`src/rtl/rr_mux_pkg.sv`:
```
// rtl/rr_mux_pkg.sv - shared constants, FSM state type and one-hot helper for rr_mux_arb4
package rr_mux_pkg;

    localparam int NUM_REQ = 4;
    localparam int SEL_W   = 2;

    typedef enum logic [0:0] {
        IDLE  = 1'b0,
        GRANT = 1'b1
    } arb_state_t;

    function automatic logic [NUM_REQ-1:0] onehot_of(input logic [SEL_W-1:0] sel);
        logic [NUM_REQ-1:0] oh;
        oh      = '0;
        oh[sel] = 1'b1;
        return oh;
    endfunction

endpackage

```
`src/rtl/rr_mux_arb4_if.sv`:
```
// rtl/rr_mux_arb4_if.sv - requester/arbiter bus for rr_mux_arb4; lock exists only with RR_MUX_LOCK_EN
interface rr_mux_arb4_if;
    import rr_mux_pkg::*;

    logic [NUM_REQ-1:0] req;
    logic [NUM_REQ-1:0] d;
    logic [NUM_REQ-1:0] gnt;
    logic [SEL_W-1:0]   sel;
    logic               busy;
    logic               y;
`ifdef RR_MUX_LOCK_EN
    logic               lock;

    modport master (output req, d, lock, input gnt, sel, busy, y);
    modport slave  (input req, d, lock, output gnt, sel, busy, y);
`else
    modport master (output req, d, input gnt, sel, busy, y);
    modport slave  (input req, d, output gnt, sel, busy, y);
`endif

endinterface

```
`src/rtl/rr_pick4.sv`:
```
// rtl/rr_pick4.sv - combinational rotating-priority picker starting the search at ptr
module rr_pick4
    import rr_mux_pkg::*;
(
    input  logic [NUM_REQ-1:0] req,
    input  logic [SEL_W-1:0]   ptr,
    output logic               valid,
    output logic [SEL_W-1:0]   idx
);

    logic [SEL_W-1:0] w_cand;

    // Walk offsets from farthest to nearest so the closest request to ptr is assigned last and wins.
    always_comb begin
        valid  = 1'b0;
        idx    = ptr;
        w_cand = ptr;
        for (int i = NUM_REQ - 1; i >= 0; i--) begin
            w_cand = ptr + i[SEL_W-1:0];
            if (req[w_cand]) begin
                valid = 1'b1;
                idx   = w_cand;
            end
        end
    end

endmodule

```
`src/rtl/rr_mux_arb4.sv`:
```
// rtl/rr_mux_arb4.sv - round-robin 4:1 1-bit channel arbiter with bounded tenures; RR_MUX_LOCK_EN adds owner lock
module rr_mux_arb4
    import rr_mux_pkg::*;
#(
    parameter int BURST_LEN = 4
) (
    input  logic            clk,
    input  logic            rst_n,
    rr_mux_arb4_if.slave    bus
);

    localparam int               CNT_W   = (BURST_LEN > 1) ? $clog2(BURST_LEN) : 1;
    localparam logic [CNT_W-1:0] CNT_MAX = CNT_W'(BURST_LEN - 1);

    arb_state_t          r_state;
    logic [NUM_REQ-1:0]  r_gnt;
    logic [SEL_W-1:0]    r_sel;
    logic [SEL_W-1:0]    r_ptr;
    logic [CNT_W-1:0]    r_cnt;

    logic                w_valid;
    logic [SEL_W-1:0]    w_idx;
    logic                w_lock_hold;
    logic                w_at_max;
    logic                w_tenure_end;
    logic                w_arb;

    rr_pick4 u_pick (
        .req   (bus.req),
        .ptr   (r_ptr),
        .valid (w_valid),
        .idx   (w_idx)
    );

`ifdef RR_MUX_LOCK_EN
    assign w_lock_hold = bus.lock;
`else
    assign w_lock_hold = 1'b0;
`endif

    assign w_at_max     = (r_cnt == CNT_MAX);
    assign w_tenure_end = (r_state == GRANT) &&
                          (!bus.req[r_sel] || (w_at_max && !w_lock_hold));
    assign w_arb        = (r_state == IDLE) || w_tenure_end;

    // Holding at CNT_MAX only happens under lock, which gives the saturation behaviour for free.
    always_ff @(posedge clk or negedge rst_n) begin
        if (!rst_n) begin
            r_state <= IDLE;
            r_gnt   <= '0;
            r_sel   <= '0;
            r_ptr   <= '0;
            r_cnt   <= '0;
        end else if (w_arb) begin
            r_cnt <= '0;
            if (w_valid) begin
                r_state <= GRANT;
                r_gnt   <= onehot_of(w_idx);
                r_sel   <= w_idx;
                r_ptr   <= w_idx + 2'd1;
            end else begin
                r_state <= IDLE;
                r_gnt   <= '0;
            end
        end else if (!w_at_max) begin
            r_cnt <= r_cnt + CNT_W'(1);
        end
    end

    assign bus.gnt  = r_gnt;
    assign bus.sel  = r_sel;
    assign bus.busy = (r_state == GRANT);
    assign bus.y    = (r_state == GRANT) ? bus.d[r_sel] : 1'b0;

endmodule

```
`src/flat_wrapper.sv`:
```
// flat-port wrapper written by rule: the top's interface ports become plain ports
module rr_mux_arb4_flat import rr_mux_pkg::*;
#(
    parameter int BURST_LEN = 4
)
  (clk, rst_n, bus_req, bus_d, bus_gnt, bus_sel, bus_busy, bus_y);
  rr_mux_arb4_if bus_i ();
  input  logic clk;
  input  logic rst_n;
  input wire logic [$bits(bus_i.req)-1:0] bus_req;
  input wire logic [$bits(bus_i.d)-1:0] bus_d;
  output wire logic [$bits(bus_i.gnt)-1:0] bus_gnt;
  output wire logic [$bits(bus_i.sel)-1:0] bus_sel;
  output wire logic [$bits(bus_i.busy)-1:0] bus_busy;
  output wire logic [$bits(bus_i.y)-1:0] bus_y;
  assign bus_i.req = bus_req;
  assign bus_i.d = bus_d;
  assign bus_gnt = bus_i.gnt;
  assign bus_sel = bus_i.sel;
  assign bus_busy = bus_i.busy;
  assign bus_y = bus_i.y;
  rr_mux_arb4 #(.BURST_LEN(BURST_LEN)) u_core (.clk(clk), .rst_n(rst_n), .bus(bus_i));
endmodule
```
`config.mk`:
```
export PLATFORM = sky130hd
export DESIGN_NAME = rr_mux_arb4_flat
export DESIGN_NICKNAME = d
export VERILOG_FILES = /design/src/rtl/rr_mux_pkg.sv /design/src/rtl/rr_mux_arb4_if.sv /design/src/rtl/rr_pick4.sv /design/src/rtl/rr_mux_arb4.sv /design/src/flat_wrapper.sv
export SDC_FILE = /design/constraint.sdc
export NUM_CORES = 1
export LEC_CHECK = 0
export ABC_AREA = 0
export CORE_MARGIN = 2
export CORE_UTILIZATION = 42
export DETAILED_ROUTE_END_ITERATION = 12
export HOLD_SLACK_MARGIN = 0.12
export PLACE_DENSITY = 0.84
export SETUP_SLACK_MARGIN = 0.4
export SLEW_MARGIN = 20
export SYNTH_ARGS = -nofsm -noshare
export SYNTH_HDL_FRONTEND = slang
export SYNTH_HIERARCHICAL = 1
export SYNTH_SLANG_ARGS = --single-unit
```
`constraint.sdc`:
```
create_clock -name clk -period 1.8 [get_ports clk]
set_input_delay 0.27 -clock clk [delete_from_list [all_inputs] [get_ports clk]]
set_output_delay 0.27 -clock clk [all_outputs]
set_load 0.005 [all_outputs]
```
==> results of run 1 <==
registers in the layout, indices dropped and copies added (netlist names):
signal,cells
u_core/r_cnt,2
u_core/bus.gnt,4
u_core/bus.busy,1
u_core/r_ptr,2
u_core/bus.sel,2
Yosys cell counts:
cell / count
a21oi_1: 1
a2bb2oi_1: 1
and2_1: 2
and2b_1: 1
and2b_2: 2
and3b_1: 1
dfrtp_1: 11
ha_1: 5
inv_1: 7
mux2_2: 3
mux2i_1: 6
mux4_2: 1
nand2_1: 6
nand2b_1: 1
nand3b_1: 1
nor2_1: 2
nor2b_1: 1
nor3_1: 1
o211ai_1: 2
o21ai_0: 2
o221a_2: 1
o221ai_2: 1
o22ai_2: 1
or2_2: 1
or3b_4: 1
or4_1: 1
area by class of cell:
type,instances,area [µm²]
timing repair buffer,42,370
multi-input combinational,45,472
clock buffer,4,26.3
tap,16,20.0
inverter,7,28.8
fill,102,332
sequential,11,275
routing by layer:
metal  up-vias  routed length (µm)  track usage  share of wire
met1       299                 666        0.231           0.41
li1        315                   -            -              -
met2        15                 868        0.315           0.54
met5         -                   0            0              0
met3         0                  82       0.0776          0.051
met4         0                   0       0.0182              0
cells by family after synthesis:
kind of cell               after synthesis  share of synthesized area
AOI/OAI and AO/OA                        9                      0.113
muxes                                   10                      0.170
adders and majority gates                5                     0.0914
and+or+nand+nor                         21                      0.185
DFF                                     11                      0.402
buffers and inverters                    7                     0.0384
critical path: cells and delay by family (launching register included):
family | cells | cell delay, ps
muxes | 1 | 260
DFF | 1 | 350
adders and majority gates | 1 | 190
buffers and inverters | 1 | 40
and+or+nand+nor | 3 | 850
power by group through the flow:
stage | clock (W) | combinational (W) | sequential [W]
floorplan | 0 | 0.000541 | 0.000434
finish | 0.000166 | 0.00123 | 0.000413
detailed placement | 0 | 0.000992 | 0.000421
CTS | 0.000173 | 0.00109 | 0.000411
global placement | 0 | 0.000960 | 0.000415
global route | 0.000192 | 0.00135 | 0.000425
worst max path at each step:
stage | startpoint | endpoint | slack [ps]
floorplan | u_core/r_ptr[0] | u_core/r_ptr[1] | 6
global placement | bus_req[0] | u_core/r_ptr[1] | -340
detailed placement | bus_req[0] | u_core/r_ptr[1] | -390
CTS | u_core/r_ptr[1] | u_core/r_ptr[1] | -10
global route | u_core/r_ptr[0] | u_core/r_ptr[1] | -50
finish | u_core/r_ptr[0] | u_core/r_ptr[1] | -0.3
through the flow:
stage                     utilization  worst slack [ps]  std cells  hold WS [ps]
after floorplan                     -              5.80         63         -25.6
after global placement          0.681              -341        113           425
after detailed placement        0.681              -388        113           431
after CTS                       0.724             -13.7        120           344
after global routing            0.782             -46.8        125           371
final                           0.782            -0.332        125           336
what timing repair did:
| item | CTS | global route |
|---|---|---|
| gates resized for setup | 22 | 15 |
| pin swaps | 6 | 3 |
| buffers inserted | 3 | 5 |
| hold endpoints to repair | 0 | 0 |
| gates cloned | 0 | 0 |
| endpoints found under the setup margin | 15 | 16 |
==> results.cfg, run 1 <==
[status]
status = complete, but fails checks
violations = negative setup slack

[power]
power.share.sequential = 0.228
internal_power_w = 0.00119
power_switching_w = 0.000619
pwr-share-comb = 0.681
p_leak_nw = 0.620
powerDensity_mw_per_mm2 = 1520
swShare = 0.341
power_w = 0.00181
vdd_drop_max_uv = 889
clockPowerShare = 0.091

[finish]
layout_commonest_cell = buf_4
final_area_mm2 = 0.00119
nNetsFinal = 125
layout_common_cells = buf_4 (20), dfrtp_1 (11), clkdlybuf4s50_1 (6), inv_1 (6), mux2i_1 (6)
syn_to_final_growth_pct = 74.2
n_antenna_cell = 0
drive_gt1_frac = 0.477

[sta]
relSlewSlack = 0.666
skew_ps = 1.03
post-route-period-util = 1.00
setup_slack_ps = -0.332
fin_crit_ps = 1800
setup_tns_ps = -0.332
hold_viol = 0
grt_setup_unrepaired = true
fmax_ghz = 0.555
tightest_slew_ps = 499
drv_slew = 0
setup_viol = 1

[drt]
vias_per_cell = 5.03
first_pass_iters = 3
ant_nets = 0
drc_errors = 0
drt_iter0_drc = 3
wl_um = 1620
wl_per_cell_um = 12.9
num_vias = 629

[place]
dp_hpwl_um = 1200
gp_congestion = 0.826
io_buffers = 17
placed_area_mm2 = 0.00104

[floorplanning]
fp.coreArea_mm2 = 0.00152
dieHeight_um = 44.4
rows = 14
die-area_mm2 = 0.00197
die_w_um = 44.4
ios = 18
initial_core_util = 0.449

[synthesis]
synth_seq_cells = 11
synthTopCellsByArea = dfrtp_1 (40%), ha_1 (9.1%), mux2i_1 (8.8%)
yosysTopAreaCell = dfrtp_1
synth_top_area_share = 0.402
yosys_warnings = 6
synth_nets = 78
ys_seq_area_frac = 0.402
syn_area_per_cell_um2 = 10.9
synth_area_um2 = 684
synth_cell_type_count = 26
synthCells = 63

[cts]
clock_path_buffers = 2
tritoncts = built
cts_buffers = 3
ctsHtreeMaxLevel = 1
ctsHoldBuffers = 0
clk_pin_slew_worst_paths_ps = 70
cts_root_buf = clkbuf_4
clock-sinks = 11
clk-insertion-delay-late_ps = 270

[global_route]
grt_max_degree = 12
grt_pass1_wl_um = 2640
first_global_vias = 621
overflow = 0
track_usage = 0.186
antenna_found_initial = 0

[setup_path]
crit_path_start_kind = register
worst_ep_arrival_time_ps = 1950
cp_data_required_time_ps = 1950
regToRegStartpoint = u_core/r_ptr[0]
worstSetupPathType = register to register
end_kind = register
critical_path.cell_chain = and2b_2 -> or4_4 -> nand2_4 -> inv_4 -> ha_4 -> mux2_4
r2r_slack_ps = -0.3
reg2reg_depth = 6
slowest_stage = or4_4
critPathMaxFanout = 2
r2r-end = u_core/r_ptr[1]
cp_slowest_stage_delay_ps = 540

[job]
drv_cap = 0

[min_path]
min-delay-path-class = input port to async pin
Note: power is estimated with default switching activity, not from simulation.
==> run 2, diff against run 1 <==
- SLEW_MARGIN: 20 -> not set
- TNS_END_PERCENT: not set -> 10
==> run 2 against run 1 <==
The run now ends clean. Setup slack improved by 46 ps. Routed wire length grew 7.3%. First-iteration DRC count rose to 3.3 times the previous value. Global-route usage fell by 0.73 points. Critical endpoint unchanged.
==> results.cfg, run 2 (synthesized netlist as in run 1, its figures left out) <==
[status]
status = completed

[sta]
setup_slack_ps = 45.3
skew_ps = 4.98
relSlewSlack = 0.663
setup_viol = 0
post-route-period-util = 0.975
tightest_slew_ps = 504
hold_viol = 0
fmax_ghz = 0.570
drv_slew = 0
fin_crit_ps = 1750
grt_setup_unrepaired = true

[setup_path]
critical_path.cell_chain = and3b_1 -> or4_4 -> nand2_2 -> inv_2 -> ha_4 -> mux2_4
crit_family = simple AND/OR/NAND/NOR gates
r2r-end = u_core/r_ptr[1]
cp_data_required_time_ps = 1960
cp_slowest_stage_delay_ps = 530
critPathMaxFanout = 2
reg2reg_depth = 6
crit_path_start_kind = register
end_kind = register
worstSetupPathType = register to register
regToRegStartpoint = u_core/r_ptr[1]
r2r_slack_ps = 50
worst_ep_arrival_time_ps = 1910
slowest_stage = or4_4
crit_buf_inv = 1

[global_route]
grt_max_degree = 12
track_usage = 0.179
antenna_found_initial = 0
overflow = 0
first_global_vias = 595
grt_pass1_wl_um = 2550

[finish]
syn_to_final_growth_pct = 62.3
layout.cells.non_filler = 117
n_antenna_cell = 0
layout_common_cells = buf_4 (15), dfrtp_1 (11), dlymetal6s2s_1 (8)
nNetsFinal = 117
largest_reg_flops = 4
layout_commonest_cell = buf_4
drive_gt1_frac = 0.416
nFillCells = 108

[job]
drv_cap = 0

[cts]
cts_buffers = 3
clk_pin_slew_worst_paths_ps = 80
cts_root_buf = clkbuf_4
clock_path_buffers = 2
ctsHoldBuffers = 0
tritoncts = built
clock-sinks = 11
post_cts_buffers = 0
ctsHtreeMaxLevel = 1
clk-insertion-delay-late_ps = 260

[drt]
ant_nets = 0
first_pass_iters = 2
wl_per_cell_um = 14.8
num_vias = 625
drc_errors = 0
drt_iter0_drc = 10
vias_per_cell = 5.34
wl_um = 1740

[place]
dp.cells = 113
gp_congestion = 0.870
io_buffers = 17
dp_hpwl_um = 1230
dp_slack_ps = -359

[floorplanning]
ios = 18
fp.coreArea_mm2 = 0.00152
rows = 14
dieHeight_um = 44.4
die-area_mm2 = 0.00197
initial_core_util = 0.449
die_w_um = 44.4

[power]
vdd_drop_max_uv = 1110
powerDensity_mw_per_mm2 = 1490
p_leak_nw = 0.589

[min_path]
min-delay-path-class = input port to async pin
==> run 2: cell count changes in the layout (fill, tap and decap cells not counted), sizes merged <==
| cell | delta |
|---|---|
| dlygate4sd2 | -3 |
| buf | -9 |
| dlymetal6s2s | +4 |
==> run 2: layout make-up <==
class	count	area [µm²]	share of cell area
multi-input combinational	45	445	0.401
inverter	7	26.3	0.0236
clock buffer	4	26.3	0.0236
tap	16	20.0	0.0180
sequential	11	275	0.248
timing repair buffer	34	318	0.286
==> run 2: power breakdown <==
group	leakage [nW]	switching, W	internal [W]
clock	0.0150	0.0000846	0.0000856
sequential	0.133	0.0000621	0.000350
combinational	0.441	0.000449	0.000621
==> run 2: metal layers <==
metal  global-route usage  wire [µm]  vias to the layer above
met3               0.0449         79                        2
met5                    0          0                        -
li1                     -          -                      303
met1                0.213        706                      307
met2                0.315        927                       13
met4               0.0545         21                        0
==> run 2: timing repair <==
action,CTS,global route
pin swaps,3,7
setup endpoints to repair,16,19
resized for setup,8,19
gates cloned,0,0
==> run 2: worst max path at each step <==
stage / startpoint / to / slack, ps / depth (start not counted)
2_1_floorplan: u_core/r_ptr[0] / u_core/r_ptr[1] / 6 / 6
3_3_place_gp: bus_req[0] / u_core/r_ptr[1] / -320 / 7
3_5_place_dp: bus_req[0] / u_core/r_ptr[1] / -360 / 7
4_1_cts: u_core/r_ptr[1] / u_core/r_ptr[1] / 40 / 6
5_1_grt: u_core/r_ptr[1] / u_core/r_ptr[1] / -10 / 6
6_report: u_core/r_ptr[1] / u_core/r_ptr[1] / 50 / 6
==> run 2: worst reg2reg max path, stage by stage (launching register included) <==
cell and delay, ps:
dfrtp_1 380, and3b_1 160, or4_4 530, nand2_2 80, inv_2 50, ha_4 200, mux2_4 260
==> run 2: per-stage QoR <==
| stage | hold WS (ps) | cell area, µm² | power, W | TNS [ps] | utilization |
|---|---|---|---|---|---|
| final | 337 | 1110 | 0.00165 | 0 | 0.729 |
| after global routing | 360 | 1110 | 0.00176 | -13.0 | 0.729 |
| after CTS | 338 | 1050 | 0.00159 | 0 | 0.692 |
| after detailed placement | 432 | 1020 | 0.00139 | -1950 | 0.670 |
| after global placement | 424 | 1020 | 0.00135 | -1620 | 0.670 |
| after floorplan | -25.6 | 703 | 0.000933 | 0 | - |
